## src/rtl/fust_issue_scheduler_if.sv

```systemverilog
// Bundles the dispatch, writeback, completion, branch and issue signals of the FU status table.
// The master side drives the scheduler inputs; the slave side is the scheduler itself.
interface fust_issue_scheduler_if #(
    parameter int NUM_FU = 5,
    parameter int TAG_W  = 2
);
    logic [NUM_FU-1:0]   alloc_en;
    logic [TAG_W-1:0]    alloc_t1;
    logic [TAG_W-1:0]    alloc_t2;
    logic                alloc_spec;
    logic                wb_en;
    logic [TAG_W-1:0]    wb_tag;
    logic [NUM_FU-1:0]   fu_done;
    logic                freeze;
    logic                branch_resolved;
    logic                branch_miss;
    logic                issue_valid;
    logic [NUM_FU-1:0]   issue_fu;
    logic [2*NUM_FU-1:0] fust_state;
    logic                alloc_err;

    modport master (
        output alloc_en, alloc_t1, alloc_t2, alloc_spec, wb_en, wb_tag,
               fu_done, freeze, branch_resolved, branch_miss,
        input  issue_valid, issue_fu, fust_state, alloc_err
    );

    modport slave (
        input  alloc_en, alloc_t1, alloc_t2, alloc_spec, wb_en, wb_tag,
               fu_done, freeze, branch_resolved, branch_miss,
        output issue_valid, issue_fu, fust_state, alloc_err
    );
endinterface

```

## src/rtl/fust_issue_scheduler.sv

```systemverilog
// Per-FU status table (IDLE/WAIT/READY/EXEC) with tag wakeup, round-robin issue and branch squash.
// Optional macro FUST_STARVE_GUARD_EN adds per-row age counters that boost long-waiting READY rows.
module fust_issue_scheduler #(
    parameter int NUM_FU       = 5,
    parameter int TAG_W        = 2,
    parameter int STARVE_LIMIT = 8
) (
    input logic                  i_clk,
    input logic                  i_rst,
    fust_issue_scheduler_if.slave bus
);
    typedef enum logic [1:0] {
        ST_IDLE  = 2'd0,
        ST_WAIT  = 2'd1,
        ST_READY = 2'd2,
        ST_EXEC  = 2'd3
    } rowState_t;

    localparam int PTR_W = (NUM_FU > 1) ? $clog2(NUM_FU) : 1;

    rowState_t          r_state [NUM_FU];
    logic [TAG_W-1:0]   r_t1    [NUM_FU];
    logic [TAG_W-1:0]   r_t2    [NUM_FU];
    logic [NUM_FU-1:0]  r_spec;
    logic [PTR_W-1:0]   r_rrPtr;
    logic               r_allocErr;

    rowState_t          w_stateNext [NUM_FU];
    logic [TAG_W-1:0]   w_t1Next    [NUM_FU];
    logic [TAG_W-1:0]   w_t2Next    [NUM_FU];
    logic [NUM_FU-1:0]  w_specNext;
    logic [PTR_W-1:0]   w_rrPtrNext;

    logic               w_grantValid;
    logic [PTR_W-1:0]   w_grantIdx;
    logic [NUM_FU-1:0]  w_grantFu;
    logic [NUM_FU-1:0]  w_rowFree;
    logic               w_allocAny;
    logic               w_allocMulti;
    logic               w_allocBad;
    logic               w_allocTake;
    logic               w_flush;
    logic               w_resolveOk;
    logic [TAG_W-1:0]   w_allocT1Eff;
    logic [TAG_W-1:0]   w_allocT2Eff;

`ifdef FUST_STARVE_GUARD_EN
    localparam int AGE_W = $clog2(STARVE_LIMIT + 1);
    logic [AGE_W-1:0]   r_age [NUM_FU];
`endif

    function automatic logic [PTR_W-1:0] rrIndex(input logic [PTR_W-1:0] base, input int offset);
        int sum;
        sum = int'(base) + offset;
        if (sum >= NUM_FU) sum = sum - NUM_FU;
        return PTR_W'(sum);
    endfunction

    // Round-robin pick among READY rows starting at r_rrPtr; a starved row (if enabled) overrides it.
    always_comb begin
        w_grantValid = 1'b0;
        w_grantIdx   = '0;
        for (int k = 0; k < NUM_FU; k++) begin
            if (!w_grantValid && r_state[rrIndex(r_rrPtr, k)] == ST_READY) begin
                w_grantValid = 1'b1;
                w_grantIdx   = rrIndex(r_rrPtr, k);
            end
        end
`ifdef FUST_STARVE_GUARD_EN
        for (int i = NUM_FU - 1; i >= 0; i--) begin
            if (r_state[i] == ST_READY && r_age[i] == AGE_W'(STARVE_LIMIT)) begin
                w_grantValid = 1'b1;
                w_grantIdx   = PTR_W'(i);
            end
        end
`endif
        if (bus.freeze) w_grantValid = 1'b0;
        for (int i = 0; i < NUM_FU; i++) begin
            w_grantFu[i] = w_grantValid && (w_grantIdx == PTR_W'(i));
        end
        if (!w_grantValid) begin
            w_rrPtrNext = r_rrPtr;
        end else if (w_grantIdx == PTR_W'(NUM_FU - 1)) begin
            w_rrPtrNext = '0;
        end else begin
            w_rrPtrNext = w_grantIdx + PTR_W'(1);
        end
    end

    // A row can take a new entry when idle or when its current op completes this very cycle.
    always_comb begin
        for (int i = 0; i < NUM_FU; i++) begin
            w_rowFree[i] = (r_state[i] == ST_IDLE) || (r_state[i] == ST_EXEC && bus.fu_done[i]);
        end
        w_allocAny   = |bus.alloc_en;
        w_allocMulti = (bus.alloc_en & (bus.alloc_en - NUM_FU'(1))) != '0;
        w_allocBad   = w_allocAny && (w_allocMulti || ((bus.alloc_en & ~w_rowFree) != '0));
        w_flush      = bus.branch_resolved && bus.branch_miss;
        w_resolveOk  = bus.branch_resolved && !bus.branch_miss;
        w_allocTake  = w_allocAny && !w_allocBad && !(w_flush && bus.alloc_spec);
        w_allocT1Eff = (bus.wb_en && bus.wb_tag == bus.alloc_t1) ? '0 : bus.alloc_t1;
        w_allocT2Eff = (bus.wb_en && bus.wb_tag == bus.alloc_t2) ? '0 : bus.alloc_t2;
    end

    // A taken alloc only lands on a row that is free, so it can safely replace a squashed entry.
    always_comb begin
        for (int i = 0; i < NUM_FU; i++) begin
            w_stateNext[i] = r_state[i];
            w_t1Next[i]    = r_t1[i];
            w_t2Next[i]    = r_t2[i];
            w_specNext[i]  = r_spec[i] && !w_resolveOk;
            if (w_allocTake && bus.alloc_en[i]) begin
                w_stateNext[i] = (w_allocT1Eff != '0 || w_allocT2Eff != '0) ? ST_WAIT : ST_READY;
                w_t1Next[i]    = w_allocT1Eff;
                w_t2Next[i]    = w_allocT2Eff;
                w_specNext[i]  = bus.alloc_spec && !bus.branch_resolved;
            end else if (w_flush && r_spec[i]) begin
                w_stateNext[i] = ST_IDLE;
                w_t1Next[i]    = '0;
                w_t2Next[i]    = '0;
                w_specNext[i]  = 1'b0;
            end else if (r_state[i] == ST_EXEC && bus.fu_done[i]) begin
                w_stateNext[i] = ST_IDLE;
            end else if (w_grantFu[i]) begin
                w_stateNext[i] = ST_EXEC;
            end else if (r_state[i] == ST_WAIT) begin
                if (bus.wb_en && bus.wb_tag == r_t1[i]) w_t1Next[i] = '0;
                if (bus.wb_en && bus.wb_tag == r_t2[i]) w_t2Next[i] = '0;
                if (w_t1Next[i] == '0 && w_t2Next[i] == '0) w_stateNext[i] = ST_READY;
            end
        end
    end

    always_ff @(posedge i_clk) begin
        if (i_rst) begin
            for (int i = 0; i < NUM_FU; i++) begin
                r_state[i] <= ST_IDLE;
                r_t1[i]    <= '0;
                r_t2[i]    <= '0;
            end
            r_spec     <= '0;
            r_rrPtr    <= '0;
            r_allocErr <= 1'b0;
        end else begin
            for (int i = 0; i < NUM_FU; i++) begin
                r_state[i] <= w_stateNext[i];
                r_t1[i]    <= w_t1Next[i];
                r_t2[i]    <= w_t2Next[i];
            end
            r_spec     <= w_specNext;
            r_rrPtr    <= w_rrPtrNext;
            r_allocErr <= r_allocErr | w_allocBad;
        end
    end

`ifdef FUST_STARVE_GUARD_EN
    // Age counts cycles a row sat READY without a grant; frozen cycles do not age it.
    always_ff @(posedge i_clk) begin
        for (int i = 0; i < NUM_FU; i++) begin
            if (i_rst || r_state[i] != ST_READY || w_stateNext[i] != ST_READY) begin
                r_age[i] <= '0;
            end else if (!bus.freeze && r_age[i] != AGE_W'(STARVE_LIMIT)) begin
                r_age[i] <= r_age[i] + AGE_W'(1);
            end
        end
    end
`endif

    always_comb begin
        for (int i = 0; i < NUM_FU; i++) begin
            bus.fust_state[2*i +: 2] = r_state[i];
        end
        bus.issue_valid = w_grantValid;
        bus.issue_fu    = w_grantFu;
        bus.alloc_err   = r_allocErr;
    end
endmodule

```

## src/flat_wrapper.sv

```systemverilog
// flat-port wrapper written by rule: the top's interface ports become plain ports
module fust_issue_scheduler_flat 
#(
    parameter int NUM_FU       = 5,
    parameter int TAG_W        = 2,
    parameter int STARVE_LIMIT = 8
)
  (i_clk, i_rst, bus_alloc_en, bus_alloc_t1, bus_alloc_t2, bus_alloc_spec, bus_wb_en, bus_wb_tag, bus_fu_done, bus_freeze, bus_branch_resolved, bus_branch_miss, bus_issue_valid, bus_issue_fu, bus_fust_state, bus_alloc_err);
  fust_issue_scheduler_if #(.NUM_FU(NUM_FU), .TAG_W(TAG_W)) bus_i ();
  input logic i_clk;
  input logic i_rst;
  input wire logic [$bits(bus_i.alloc_en)-1:0] bus_alloc_en;
  input wire logic [$bits(bus_i.alloc_t1)-1:0] bus_alloc_t1;
  input wire logic [$bits(bus_i.alloc_t2)-1:0] bus_alloc_t2;
  input wire logic [$bits(bus_i.alloc_spec)-1:0] bus_alloc_spec;
  input wire logic [$bits(bus_i.wb_en)-1:0] bus_wb_en;
  input wire logic [$bits(bus_i.wb_tag)-1:0] bus_wb_tag;
  input wire logic [$bits(bus_i.fu_done)-1:0] bus_fu_done;
  input wire logic [$bits(bus_i.freeze)-1:0] bus_freeze;
  input wire logic [$bits(bus_i.branch_resolved)-1:0] bus_branch_resolved;
  input wire logic [$bits(bus_i.branch_miss)-1:0] bus_branch_miss;
  output wire logic [$bits(bus_i.issue_valid)-1:0] bus_issue_valid;
  output wire logic [$bits(bus_i.issue_fu)-1:0] bus_issue_fu;
  output wire logic [$bits(bus_i.fust_state)-1:0] bus_fust_state;
  output wire logic [$bits(bus_i.alloc_err)-1:0] bus_alloc_err;
  assign bus_i.alloc_en = bus_alloc_en;
  assign bus_i.alloc_t1 = bus_alloc_t1;
  assign bus_i.alloc_t2 = bus_alloc_t2;
  assign bus_i.alloc_spec = bus_alloc_spec;
  assign bus_i.wb_en = bus_wb_en;
  assign bus_i.wb_tag = bus_wb_tag;
  assign bus_i.fu_done = bus_fu_done;
  assign bus_i.freeze = bus_freeze;
  assign bus_i.branch_resolved = bus_branch_resolved;
  assign bus_i.branch_miss = bus_branch_miss;
  assign bus_issue_valid = bus_i.issue_valid;
  assign bus_issue_fu = bus_i.issue_fu;
  assign bus_fust_state = bus_i.fust_state;
  assign bus_alloc_err = bus_i.alloc_err;
  fust_issue_scheduler #(.NUM_FU(NUM_FU), .TAG_W(TAG_W), .STARVE_LIMIT(STARVE_LIMIT)) u_core (.i_clk(i_clk), .i_rst(i_rst), .bus(bus_i));
endmodule
```

## config.mk

```make
export PLATFORM = sky130hd
export DESIGN_NAME = fust_issue_scheduler_flat
export DESIGN_NICKNAME = d
export VERILOG_FILES = /design/src/rtl/fust_issue_scheduler_if.sv /design/src/rtl/fust_issue_scheduler.sv /design/src/flat_wrapper.sv
export SDC_FILE = /design/constraint.sdc
export NUM_CORES = 1
export LEC_CHECK = 0
export ABC_CLOCK_PERIOD_IN_PS = 8500
export CORE_AREA = 2 2 129 68
export CTS_CLUSTER_SIZE = 12
export DETAILED_ROUTE_END_ITERATION = 8
export DIE_AREA = 0 0 131 70
export GPL_TIMING_DRIVEN = 0
export PLACE_DENSITY_LB_ADDON = 0.3
export SLEW_MARGIN = 20
export SYNTH_ARGS = -nofsm -noshare
export SYNTH_HDL_FRONTEND = slang
export SYNTH_SLANG_ARGS = --single-unit
```

## constraint.sdc

```tcl
create_clock -name i_clk -period 8.5 [get_ports i_clk]
set_clock_uncertainty 0.1 [all_clocks]
set_input_delay 1.7 -clock i_clk [delete_from_list [all_inputs] [get_ports i_clk]]
set_output_delay 1.7 -clock i_clk [all_outputs]
set_load 0.05 [all_outputs]
```

# Yosys cells after proc, flatten, opt, wreduce, memory -nomap -nowiden
# Memories as Yosys holds them, arrays and structs flattened.
# Cells that the tools add are included.
[totals]
inputBits = 23
register_bits = 9
mem_bits_rw = 30
mem_count = 3
mem_bits_ro = 0
latchBits = 0
wordCells = 350
output_inout_bits = 17
[mem_list]
columns = ["memory", "words", "word_bits", "read_ports", "rd_clocked_by_memory_dff", "wr", "line_no", "text"]
rows = [
  ["u_core.r_state", 5, 2, 10, 0, 5, "fust_issue_scheduler.sv:21", "rowState_t r_state [NUM_FU];"],
  ["u_core.r_t1", 5, 2, 5, 0, 5, "fust_issue_scheduler.sv:22", "logic [TAG_W-1:0] r_t1 [NUM_FU];"],
  ["u_core.r_t2", 5, 2, 5, 0, 5, "fust_issue_scheduler.sv:23", "logic [TAG_W-1:0] r_t2 [NUM_FU];"],
]
[classes]
reduce_logical = 90
bitwise_logic = 19
order_cmp = 5
addsub = 11
shift = 0
div = 0
eq_ne = 31
mux = 188
mul = 0
[ops]
columns = ["operator", "n"]
rows = [
  ["2-to-1 mux 2 bit", 158],
  ["logical AND 1 bit", 53],
  ["2-to-1 mux 3 bit", 11],
  ["logical NOT 2 bit", 15],
  ["equality test 2 bit", 12],
  ["equality test 2 bit (second input constant)", 10],
  ["2-to-1 mux 1 bit", 19],
  [">= comparator 4 x 3 -> 1 bit (second input constant)", 4],
  ["bitwise OR 1 bit", 16],
  ["subtractor 3 bit (second input constant)", 5],
  ["AND 5 bit", 2],
  ["equality test 2 x 1 -> 1 bit (second input constant)", 5],
  ["nonzero test 5 bit", 2],
  ["logical NOT 1 bit", 9],
  ["adder 3 x 2 -> 4 bit (second input constant)", 2],
  ["logical OR 1 bit", 7],
  ["equality test 3 x 2 -> 1 bit (second input constant)", 2],
  ["inverter 5 bit", 1],
  ["OR reduction 5 bit", 1],
  ["subtractor 5 x 1 -> 5 bit (second input constant)", 1],
  ["adder 3 x 1 -> 4 bit (second input constant)", 1],
  ["adder 3 x 3 -> 4 bit (second input constant)", 1],
  ["nonzero test 2 bit", 2],
  ["adder 3 x 1 -> 3 bit (second input constant)", 1],
  ["other kinds (4)", 4],
]

# Depth between registers and ports, before layout
# Gate-level depths: netlist of run 1.
# An unclocked memory read counts as a cell.
[logic_depth]
ltp_word = 32
mapped_depth = 20
mapped_depth_nobuf = 18

# Least setup slack after synthesis of run 1
# OpenSTA, ideal clock, no wires.
[synth_timing]
path_kind = "reg-to-output"
startpoint = "register u_core.r_rrPtr[0]"
endpoint = "output port bus_issue_fu[3]"
path_slack_ns = 2.451
t_required_ns = 6.700
n_path_buf = 2
path_stages_with_launch = 17
arrival_time_ns = 4.249
path_cell_list = "dfxtp_1 > buf_6 > inv_1 > ha_1 > inv_1 > fa_1 > buf_1 > or2_2 > a311oi_1 > a311oi_1 > a2111oi_4 > o21ai_0 > a32oi_1 > ha_1 > ha_1 > nand2b_1 > a21oi_1"
[synth_between]
elab_chain_len = 19
word_cells_on_any_way = 46
classes_between = "add/sub: 9; order compare: 5; eq/ne: 6; mux: 16; reduce/logical: 9; memory: 1"
[synth_rtl]
columns = ["item", "line_no", "text"]
rows = [
  ["start: declaration", "fust_issue_scheduler.sv:25", "logic [PTR_W-1:0] r_rrPtr;"],
  ["start signal: assignment", "fust_issue_scheduler.sv:151", "r_rrPtr <= w_rrPtrNext;"],
  ["branches (longest 18 deep; another with adder 3 x 1 -> 4 bit)", "n/a", ""],
  ["logical AND 1 bit *", "fust_issue_scheduler.sv:79", "w_grantFu[i] = w_grantValid && (w_grantIdx == PTR_W'(i));"],
  ["end: declaration", "flat_wrapper.sv:23", "output wire logic [$bits(bus_i.issue_fu)-1:0] bus_issue_fu;"],
]
# Mark *: on every way between the ends.

# Final worst setup path of run 1
# Same ends and word-level chain as after synthesis.

==> results of run 1 <==
[worst max-delay path, delay by kind of cell (launching register included)]
| kind | cells | cell delay, ps |
|---|---|---|
| and+or+nand+nor | 2 | 270 |
| DFF | 1 | 360 |
| buffers and inverters | 5 | 1550 |
| AOI/OAI and AO/OA | 8 | 2660 |
| adders and majority gates | 4 | 1120 |
[logic make-up (layout without fill, tap and decap cells)]
kind of cell / Yosys count / in the layout / synth area share (%)
AO/OA/AOI/OAI: 176 / 176 / 31.7
adder cells (fa/ha/maj): 14 / 14 / 4.67
AND/OR/NAND/NOR: 198 / 198 / 26.4
buffers and inverters: 42 / 88 / 4.95
XOR/XNOR: 27 / 27 / 6.04
multiplexers: 22 / 22 / 6.27
flip-flops: 39 / 39 / 19.9
[worst max path at each step]
stage                      startpoint               to  slack (ps)  depth (start not counted)
global placement    u_core.r_rrPtr[0]  bus_issue_fu[3]        1100                         19
finish              u_core.r_rrPtr[0]  bus_issue_fu[3]         450                         19
detailed placement  u_core.r_rrPtr[0]  bus_issue_fu[3]        1050                         19
CTS                 u_core.r_rrPtr[0]  bus_issue_fu[3]         720                         19
floorplan           u_core.r_rrPtr[0]  bus_issue_fu[3]        2450                         16
global route        u_core.r_rrPtr[0]  bus_issue_fu[3]         210                         19
[metrics by stage]
stage	area, sq um	worst slack [ps]	util [%]
after global placement	4440	1100	53.8
after CTS	4610	715	55.9
final	4610	450	55.9
after global routing	4610	207	55.9
after detailed placement	4440	1050	53.8
after floorplan	3910	2450	-
[registers in the layout, summed over array words and instances (netlist names)]
signal and flops:
u_core.r_state 10, u_core.r_t1 10, u_core.r_t2 10, u_core.r_spec 5
u_core.r_rrPtr 3, u_core.bus.alloc_err 1
[cell type report]
class | instances | area, sq um | share of cell area [%]
Multi-Input combinational cell | 437 | 2940 | 63.7
Sequential cell | 39 | 781 | 16.9
Timing Repair Buffer | 38 | 380 | 8.24
Tap cell | 117 | 146 | 3.17
Clock buffer | 6 | 139 | 3.01
Buffer | 27 | 135 | 2.93
Inverter | 15 | 58.8 | 1.27
Clock inverter | 2 | 35.0 | 0.759
[layout by cell type (no fill, tap or decap), types with 4 or more instances in the layout]
cell type	count
sky130_fd_sc_hd__o32ai_1	9
sky130_fd_sc_hd__o211ai_1	4
sky130_fd_sc_hd__nand3_1	23
sky130_fd_sc_hd__nand2_1	51
sky130_fd_sc_hd__nor3b_1	8
sky130_fd_sc_hd__or2_2	7
sky130_fd_sc_hd__a211oi_1	7
sky130_fd_sc_hd__and2_1	5
sky130_fd_sc_hd__clkbuf_1	15
sky130_fd_sc_hd__or3_1	5
sky130_fd_sc_hd__nand2b_1	12
sky130_fd_sc_hd__mux2i_1	20
sky130_fd_sc_hd__inv_1	12
sky130_fd_sc_hd__and3_1	9
sky130_fd_sc_hd__o2111ai_1	8
sky130_fd_sc_hd__o21ai_0	42
sky130_fd_sc_hd__dfxtp_1	39
sky130_fd_sc_hd__a21oi_1	37
sky130_fd_sc_hd__xor2_1	25
sky130_fd_sc_hd__a31oi_1	9
sky130_fd_sc_hd__o22ai_1	18
sky130_fd_sc_hd__buf_6	4
sky130_fd_sc_hd__clkbuf_16	5
sky130_fd_sc_hd__nor4_1	6
sky130_fd_sc_hd__ha_1	13
sky130_fd_sc_hd__clkdlybuf4s50_1	38
sky130_fd_sc_hd__nor2_1	31
sky130_fd_sc_hd__nor3_1	15
sky130_fd_sc_hd__buf_1	5
sky130_fd_sc_hd__nor2b_1	10
[layer usage]
layer	share of wire, %	vias up	global-route usage [%]
met3	16	17	14.1
li1	-	2052	-
met2	38	358	40.1
met5	0	-	0
met1	45	2147	48.8
met4	0.63	0	5.32
[report_power, final]
| group | internal (uW) | switching (uW) |
|---|---|---|
| registers | 209 | 52.2 |
| logic | 412 | 732 |
| clock network | 146 | 81.4 |
| total | 767 | 866 |
[synthesized netlist by cell type, drive strengths merged, types with 3 or more instances]
master   count
nor3b        8
o31ai        5
a31oi        9
o2111ai      8
o211ai       4
a311oi       3
nor2b       10
and3b        3
nand4        3
nor3        15
a211oi       7
xor2        25
nand3       23
o21ai       45
nand2       52
o21a         3
nand2b      12
inv         14
nor4         7
mux2i       20
nor2        31
buf         12
ha          13
or3          5
a21oi       37
o32ai       10
and2         5
o311ai       3
or2          7
o22ai       18
clkbuf      15
dfxtp       39
and3        10
==> impl_metrics.json, run 1 <==
{
  "syn-num-nets": 555,
  "place_hpwl_mm": 10.9,
  "post-cts-setup-buffers": 0,
  "setup_tns_ps": 0,
  "post-route-drc-count": 0,
  "portBuffers": 38,
  "post_route_cells_drive_above_1_share_pct": 6.74,
  "synth.area.top_cells": "sky130_fd_sc_hd__dfxtp_1 20%, sky130_fd_sc_hd__xor2_1 5.6%, sky130_fd_sc_hd__o21ai_0 5.5%",
  "placeableCoreArea_sq_mm": 0.00826,
  "synth_top_cell_by_area": "sky130_fd_sc_hd__dfxtp_1",
  "critPathMostFrequentCell": "sky130_fd_sc_hd__ha_1",
  "routabilityCongestion": 1.04,
  "min_to": "u_core.bus.alloc_err",
  "top_level_ports": 40,
  "post_drt_wl_per_cell_microns": 21.1,
  "tritoncts": "yes",
  "die_width_microns": 131,
  "vdd.ir_drop.worst_mv": 0.430,
  "hold_violations": 0,
  "holdPathStages": 2,
  "netlist-cell-type-count": 73,
  "first_global_vias": 4091,
  "status": "complete, no violations",
  "area_growth_pct": 17.9,
  "ys.warnings.count": 0,
  "ctsHtreeMaxLevel": 2,
  "path_max_fanout": 10,
  "period_share_pct": 94.7,
  "yosys.area.top_type_share_pct": 19.9,
  "cts_stage_hold_buffer_count": 0,
  "path_class": "reg -> out",
  "groute.usage.overall_pct": 31.7,
  "synth_flop_cell": "sky130_fd_sc_hd__dfxtp_1",
  "tightest_slew_ps": 1020,
  "ff2ff_setup_slack_ps": 2840,
  "viasPerCell": 6.72,
  "timing.final.setup_violations": 0,
  "final_antenna_net_count": 0,
  "critical_register_to_register_path_endpoint": "u_core.r_state[3][1]",
  "timing.critical_path.to_type": "primary output",
  "gate_count_after_technology_mapping": 518,
  "r2r.worst_path.cells": 20,
  "rows": 24,
  "fmaxAchievable_ghz": 0.124,
  "final-instance-count-excl-fill": 681,
  "drt_iter0_markers": 641,
  "synth-seq-cells": 39,
  "grt_first_pass_wirelength_mm": 22.5,
  "nets": 600,
  "holdCritPathClass": "reg -> reg",
  "placed_cells": 673,
  "clkSinkCount": 39,
  "setup_repair_after_global_routing_missed_its_margin": "no",
  "worst_skew_pair_latency_ps": 290,
  "worst_path_max_delay_cell": "sky130_fd_sc_hd__clkdlybuf4s50_1",
  "number_of_synthesized_flops_with_an_enable_pin": 0,
  "chip_height_microns": 70,
  "maxCapViolCount": 0,
  "clkSlewWorstSetupHoldPaths_ps": 60,
  "cts_buffers": 5,
  "ctsResizeCount": 0,
  "post-layout-total-power_uw": 1630,
  "starting_utilization_of_the_core_area_pct": 47.4,
  "routed-via-count": 4574,
  "root_buffer": "sky130_fd_sc_hd__clkbuf_16",
  "share_of_the_yosys_chip_area_belonging_to_registers_pct": 19.9,
  "crit_path_cell_trace": "buf_6 > inv_1 > ha_1 > inv_1 > fa_1 > buf_1 > nor2_1 > o22a_1 > a211oi_1 > a311oi_1 > o2111ai_1 > o211ai_1 > o21ai_0 > a32oi_1 > ha_1 > ha_1 > nand2b_1 > a21oi_1 > clkdlybuf4s50_1",
  "finalWorstPathRequiredPeriod_ps": 8050,
  "first_pass_iters": 5,
  "num-fill-cells": 760,
  "cp.arrival_ps": 6250,
  "r2r_start": "u_core.r_rrPtr[0]",
  "grt_start_max_net_pins": 13,
  "required_ps": 6700,
  "grt_antenna_before_repair": 0,
  "finalWirelength_mm": 14.4,
  "cpPeakStageDelay_ps": 920,
  "deepest_clock_path_buffer_count": 2,
  "min-delay-start": "u_core.bus.alloc_err",
  "timing.final.max_slew_violations": 0,
  "gr-total-overflow": 0,
  "launching_element_type_of_the_critical_path": "flip-flop",
  "fp.dieArea_sq_mm": 0.00917,
  "finalHoldWorstSlack_ps": 382,
  "pwr_density_cell_mw_per_mm2": 354,
  "syn-mean-instance-area_sq_um": 7.56,
  "netlist_area_sq_mm": 0.00391,
  "leakage_uw": 0.00179,
  "max-slew-margin-rel_pct": 31.3,
  "synth_async_sr_flop_share_pct": 0,
  "diodes": 0
}
Note: power is estimated with default switching activity, not from simulation.
==> run 2, diff against run 1 <==
--- a/config.mk
+++ b/config.mk
@@ -12,6 +12,7 @@
 export DIE_AREA = 0 0 131 70
 export GPL_TIMING_DRIVEN = 0
 export PLACE_DENSITY_LB_ADDON = 0.3
+export RECOVER_POWER = 100
 export SLEW_MARGIN = 20
 export SYNTH_ARGS = -nofsm -noshare
 export SYNTH_HDL_FRONTEND = slang
==> run 2 against run 1 <==
- design area is 1.1% lower
- power is 2.8% lower
- first-iteration DRC count is 18% higher
- worst setup slack worse by 63 ps
- sequential power hardly changed
- clock power hardly changed
- maximum frequency is 0.77% lower
- flip-flop and latch count stayed put
- cell count stayed put
- routed wire length is 0.56% higher
- core utilization is 0.62 points lower
- critical path depth stayed put
- critical endpoint unchanged
- highest routed layer unchanged
==> impl_metrics.json, run 2 (synthesized netlist as in run 1, its figures left out) <==
{
  "status": "complete, no violations",
  "timing.final.max_slew_violations": 0,
  "min_to": "u_core.bus.alloc_err",
  "worst_skew_pair_latency_ps": 290,
  "r2r_start": "u_core.r_rrPtr[0]",
  "first_global_vias": 4091,
  "nets": 600,
  "post-route-drc-count": 0,
  "root_buffer": "sky130_fd_sc_hd__clkbuf_16",
  "cts_stage_hold_buffer_count": 0,
  "ctsHtreeMaxLevel": 2,
  "fp.dieArea_sq_mm": 0.00917,
  "min_setup_slack_post_route_ps": 387,
  "hold_violations": 0,
  "grt_first_pass_wirelength_mm": 22.5,
  "cp.arrival_ps": 6310,
  "post_drt_wl_per_cell_microns": 21.2,
  "largest_registers": "u_core.r_state (10), u_core.r_t1 (10), u_core.r_t2 (10)",
  "holdPathStages": 2,
  "top_level_ports": 40,
  "max-slew-margin-rel_pct": 28.0,
  "timing.final.setup_violations": 0,
  "critPathMostFrequentCell": "sky130_fd_sc_hd__ha_1",
  "first_pass_iters": 6,
  "ctsResizeCount": 0,
  "layout.cells.most_common": "sky130_fd_sc_hd__nand2_1",
  "finalHoldWorstSlack_ps": 380,
  "worst_path_max_delay_cell": "sky130_fd_sc_hd__dlygate4sd3_1",
  "place_hpwl_mm": 10.9,
  "ff2ff_setup_slack_ps": 2770,
  "min-delay-start": "u_core.bus.alloc_err",
  "groute.usage.overall_pct": 31.7,
  "cpPeakStageDelay_ps": 960,
  "drt_iter0_markers": 754,
  "gr-total-overflow": 0,
  "crit_path_cell_trace": "buf_6 > inv_1 > ha_1 > inv_1 > fa_1 > clkbuf_1 > nor2_1 > o22a_1 > a211oi_1 > a311oi_1 > o2111ai_1 > o211ai_1 > o21ai_0 > a32oi_1 > ha_1 > ha_1 > nand2b_1 > a21oi_1 > dlygate4sd3_1",
  "starting_utilization_of_the_core_area_pct": 47.4,
  "post_route_cells_drive_above_1_share_pct": 6.03,
  "r2r.worst_path.cells": 19,
  "finalWirelength_mm": 14.4,
  "grt_start_max_net_pins": 13,
  "leakage_uw": 0.00184,
  "tritoncts": "yes",
  "cts_buffers": 5,
  "grt_antenna_before_repair": 0,
  "pre_cts_setup_slack_ps": 1050,
  "post-cts-setup-buffers": 0,
  "chip_height_microns": 70,
  "final_core_util_pct": 55.3,
  "diodes": 0,
  "clkSlewWorstSetupHoldPaths_ps": 60,
  "path_class": "reg -> out",
  "maxCapViolCount": 0,
  "layout.cells.most_common_list": "51 x sky130_fd_sc_hd__nand2_1, 43 x sky130_fd_sc_hd__o21ai_0, 39 x sky130_fd_sc_hd__dfxtp_1, 37 x sky130_fd_sc_hd__a21oi_1, 31 x sky130_fd_sc_hd__nor2_1",
  "timing.critical_path.to_type": "primary output",
  "vdd.ir_drop.worst_mv": 0.402,
  "clkSinkCount": 39,
  "required_ps": 6700,
  "die_width_microns": 131,
  "final_antenna_net_count": 0,
  "portBuffers": 38,
  "placeableCoreArea_sq_mm": 0.00826,
  "area_growth_pct": 16.6,
  "launching_element_type_of_the_critical_path": "flip-flop",
  "critical_register_to_register_path_endpoint": "u_core.r_t1[0][4]",
  "routabilityCongestion": 1.04,
  "deepest_clock_path_buffer_count": 2,
  "path_max_fanout": 10,
  "pwr_density_cell_mw_per_mm2": 348,
  "routed-via-count": 4568,
  "setup_tns_ps": 0,
  "finalWorstPathRequiredPeriod_ps": 8110,
  "period_share_pct": 95.4,
  "viasPerCell": 6.71,
  "holdCritPathClass": "reg -> reg",
  "fmaxAchievable_ghz": 0.123,
  "setup_repair_after_global_routing_missed_its_margin": "no",
  "tightest_slew_ps": 1070,
  "rows": 24
}
-- run 2: area by class of cell --
cell class,count,area [sq um]
Clock inverter,2,35.0
Inverter,15,58.8
Tap cell,117,146
Buffer,27,135
Timing Repair Buffer,38,380
Fill cell,770,3690
Clock buffer,6,139
Multi-Input combinational cell,437,2890
Sequential cell,39,781
-- run 2: worst max-delay path: cells and delay by family (launching register included) --
family                     cells  cell delay [ps]
buffers and inverters          5             1580
adders and majority gates      4             1130
AOI/OAI and AO/OA              8             2670
DFF                            1              360
and+or+nand+nor                2              280
-- run 2: power by group --
group	total, uW	internal, uW	switching (uW)	leakage, uW
logic	1100	389	710	0.00143
registers	260	209	50.6	0.000317
clock network	228	146	81.5	0.0000868
total	1590	745	842	0.00184
-- run 2: worst max-delay path by stage --
| stage | start | to | slack [ps] | cells after the start |
|---|---|---|---|---|
| after global placement | u_core.r_rrPtr[0] | bus_issue_fu[3] | 1100 | 19 |
| final | u_core.r_rrPtr[0] | bus_issue_fu[3] | 390 | 19 |
| after CTS | u_core.r_rrPtr[0] | bus_issue_fu[3] | 720 | 19 |
| after detailed placement | u_core.r_rrPtr[0] | bus_issue_fu[3] | 1050 | 19 |
| after floorplan | u_core.r_rrPtr[0] | bus_issue_fu[3] | 2450 | 16 |
| after global routing | u_core.r_rrPtr[0] | bus_issue_fu[3] | 180 | 19 |
-- run 2: through the flow --
stage	instance area, sq um	std cells	power (uW)
2_1_floorplan	3910	518	1040
3_3_place_gp	4440	673	1340
3_5_place_dp	4440	673	1360
4_1_cts	4610	681	1590
5_1_grt	4560	681	1660
6_report	4560	681	1590
-- run 2: metal layers --
metal  up-vias  wire [microns]  GRT usage [%]
li1       2044               -              -
met1      2128            6450           48.8
met2       362            5510           40.1
met3        34            2330           14.1
met4         0             153           5.32
met5         -               0              0
==> run 3, diff against run 2 <==
--- a/config.mk
+++ b/config.mk
@@ -5,13 +5,13 @@
 export SDC_FILE = /design/constraint.sdc
 export NUM_CORES = 1
 export LEC_CHECK = 0
-export ABC_CLOCK_PERIOD_IN_PS = 8500
+export ABC_CLOCK_PERIOD_IN_PS = 8200
 export CORE_AREA = 2 2 129 68
 export CTS_CLUSTER_SIZE = 12
 export DETAILED_ROUTE_END_ITERATION = 8
 export DIE_AREA = 0 0 131 70
 export GPL_TIMING_DRIVEN = 0
-export PLACE_DENSITY_LB_ADDON = 0.3
+export PLACE_DENSITY = 0.8
 export RECOVER_POWER = 100
 export SLEW_MARGIN = 20
 export SYNTH_ARGS = -nofsm -noshare
==> constraint.sdc (replaced) <==
create_clock -name i_clk -period 8.2 [get_ports i_clk]
set_clock_uncertainty 0.1 [all_clocks]
set_input_delay 1.64 -clock i_clk [delete_from_list [all_inputs] [get_ports i_clk]]
set_output_delay 1.64 -clock i_clk [all_outputs]
set_load 0.05 [all_outputs]
==> run 3 against run 2 <==
- clock-buffer cell count stayed put
- worst setup slack worse by 55 ps
- via count is 0.79% higher
- sequential power is 3% higher
- non-clock buffer count stayed put
==> impl_metrics.json, run 3 (synthesized netlist as in run 1, its figures left out) <==
{
  "status": "complete, no violations",
  "r2r_start": "u_core.r_rrPtr[0]",
  "largest_registers": "u_core.r_state (10), u_core.r_t1 (10), u_core.r_t2 (10)",
  "routabilityCongestion": 1.08,
  "critical_register_to_register_path_endpoint": "u_core.r_t1[0][5]",
  "starting_utilization_of_the_core_area_pct": 47.4,
  "finalWirelength_mm": 14.7,
  "tritoncts": "yes",
  "clkSinkCount": 39,
  "finalWorstPathRequiredPeriod_ps": 7870,
  "layout.cells.most_common_list": "51 x sky130_fd_sc_hd__nand2_1, 44 x sky130_fd_sc_hd__o21ai_0, 39 x sky130_fd_sc_hd__dfxtp_1, 37 x sky130_fd_sc_hd__a21oi_1, 31 x sky130_fd_sc_hd__nor2_1",
  "final_core_util_pct": 55.3,
  "clkSlewWorstSetupHoldPaths_ps": 60,
  "min-delay-start": "u_core.bus.alloc_err",
  "pwr_density_cell_mw_per_mm2": 356,
  "layout.cells.most_common": "sky130_fd_sc_hd__nand2_1",
  "placed_cells": 673,
  "fp.dieArea_sq_mm": 0.00917,
  "rows": 24,
  "die_width_microns": 131,
  "groute.usage.overall_pct": 31.8,
  "first_global_vias": 4031,
  "gr-total-overflow": 0,
  "maxCapViolCount": 0,
  "grt_antenna_before_repair": 0,
  "timing.critical_path.to_type": "primary output",
  "hold_violations": 0,
  "num-fill-cells": 772,
  "path_max_fanout": 10,
  "leakage_uw": 0.00184,
  "holdCritPathClass": "reg -> reg",
  "fmaxAchievable_ghz": 0.127,
  "portBuffers": 38,
  "worst_path_max_delay_cell": "sky130_fd_sc_hd__dlygate4sd3_1",
  "setup_repair_after_global_routing_missed_its_margin": "no",
  "final_antenna_net_count": 0,
  "multiInputGateArea_sq_mm": 0.00289,
  "post_route_cells_drive_above_1_share_pct": 6.03,
  "grt_first_pass_wirelength_mm": 22.3,
  "root_buffer": "sky130_fd_sc_hd__clkbuf_16",
  "max-slew-margin-rel_pct": 26.1,
  "grt_start_max_net_pins": 13,
  "path_class": "reg -> out",
  "area_growth_pct": 16.6,
  "first_pass_iters": 7,
  "timing.final.max_slew_violations": 0,
  "cts_buffers": 5,
  "ctsHtreeMaxLevel": 2,
  "diodes": 0,
  "deepest_clock_path_buffer_count": 2,
  "critPathMostFrequentCell": "sky130_fd_sc_hd__ha_1",
  "worst_skew_pair_latency_ps": 290,
  "holdPathStages": 2,
  "crit_path_cell_trace": "buf_6 > inv_1 > ha_1 > inv_1 > fa_1 > clkbuf_1 > or2_2 > a311oi_1 > a311oi_1 > a2111oi_4 > o311ai_0 > o2111ai_1 > ha_1 > ha_1 > nand2b_1 > a21oi_1 > dlygate4sd3_1",
  "top_level_ports": 40,
  "post-cts-setup-buffers": 0,
  "tightest_slew_ps": 1100,
  "cts_stage_hold_buffer_count": 0,
  "post-route-drc-count": 0,
  "vdd.ir_drop.worst_mv": 0.326,
  "chip_height_microns": 70,
  "ctsResizeCount": 0,
  "viasPerCell": 6.76,
  "required_ps": 6460,
  "setup_tns_ps": 0,
  "final-seq-area_sq_um": 781,
  "cp.arrival_ps": 6130,
  "cpPeakStageDelay_ps": 960,
  "launching_element_type_of_the_critical_path": "flip-flop",
  "routed-via-count": 4604,
  "place_hpwl_mm": 11.3,
  "min_to": "u_core.bus.alloc_err",
  "nets": 600,
  "placeableCoreArea_sq_mm": 0.00826,
  "post_drt_wl_per_cell_microns": 21.5,
  "final-instance-count-excl-fill": 681,
  "ff2ff_setup_slack_ps": 2280,
  "timing.final.setup_violations": 0,
  "drt_iter0_markers": 748,
  "period_share_pct": 95.9,
  "r2r.worst_path.cells": 18
}
run 3: changes by cell type in the layout (fill, tap and decap cells not counted):
cell / before / now
sky130_fd_sc_hd__o21ai_1: 2 / 1
sky130_fd_sc_hd__o21ai_0: 43 / 44
sky130_fd_sc_hd__clkbuf_1: 17 / 16
sky130_fd_sc_hd__buf_1: 3 / 4
run 3: report_power, final:
part           total, uW  internal, uW  switching [uW]
registers            268           217            50.8
logic               1120           401             721
clock network        237           152            85.2
run 3: area by class of cell:
class	instances	area share (%)
Timing Repair Buffer	38	8.34
Inverter	15	1.29
Tap cell	117	3.21
Clock inverter	2	0.768
Buffer	27	2.96
Clock buffer	6	3.04
Multi-Input combinational cell	437	63.3
Sequential cell	39	17.1
run 3: layer usage:
layer | up-vias | GRT usage [%] | share of wire, %
met2 | 373 | 38.2 | 36
li1 | 2044 | - | -
met3 | 31 | 13.7 | 16
met4 | 4 | 4.14 | 1.0
met5 | - | 5.29 | 0.48
met1 | 2152 | 50.9 | 46
run 3: stage by stage:
step                total power (uW)  cell area [sq um]  hold WS, ps  setup slack [ps]
finish                          1630               4560          373               332
global route                    1710               4560          413              72.1
CTS                             1630               4610          388               566
detailed placement              1390               4440          374               856
global placement                1370               4440          358               885
floorplan                       1080               3910          384              2210
run 3: critical path: cells and delay by family, from the launching register on:
kind	cells	cell delay [ps]
flip-flops	1	350
AND/OR/NAND/NOR	2	470
adder cells (fa/ha/maj)	4	1070
buffers and inverters	5	1650
AO/OA/AOI/OAI	6	2310
run 3: worst max path at each step:
stage	startpoint	end	slack (ps)	depth (start not counted)
final	u_core.r_rrPtr[0]	bus_issue_fu[3]	330	17
after global routing	u_core.r_rrPtr[0]	bus_issue_fu[3]	70	17
after CTS	u_core.r_rrPtr[0]	bus_issue_fu[3]	570	17
after detailed placement	u_core.r_rrPtr[0]	bus_issue_fu[3]	860	17
after global placement	u_core.r_rrPtr[0]	bus_issue_fu[3]	880	18
after floorplan	u_core.r_rrPtr[0]	bus_issue_fu[3]	2210	16
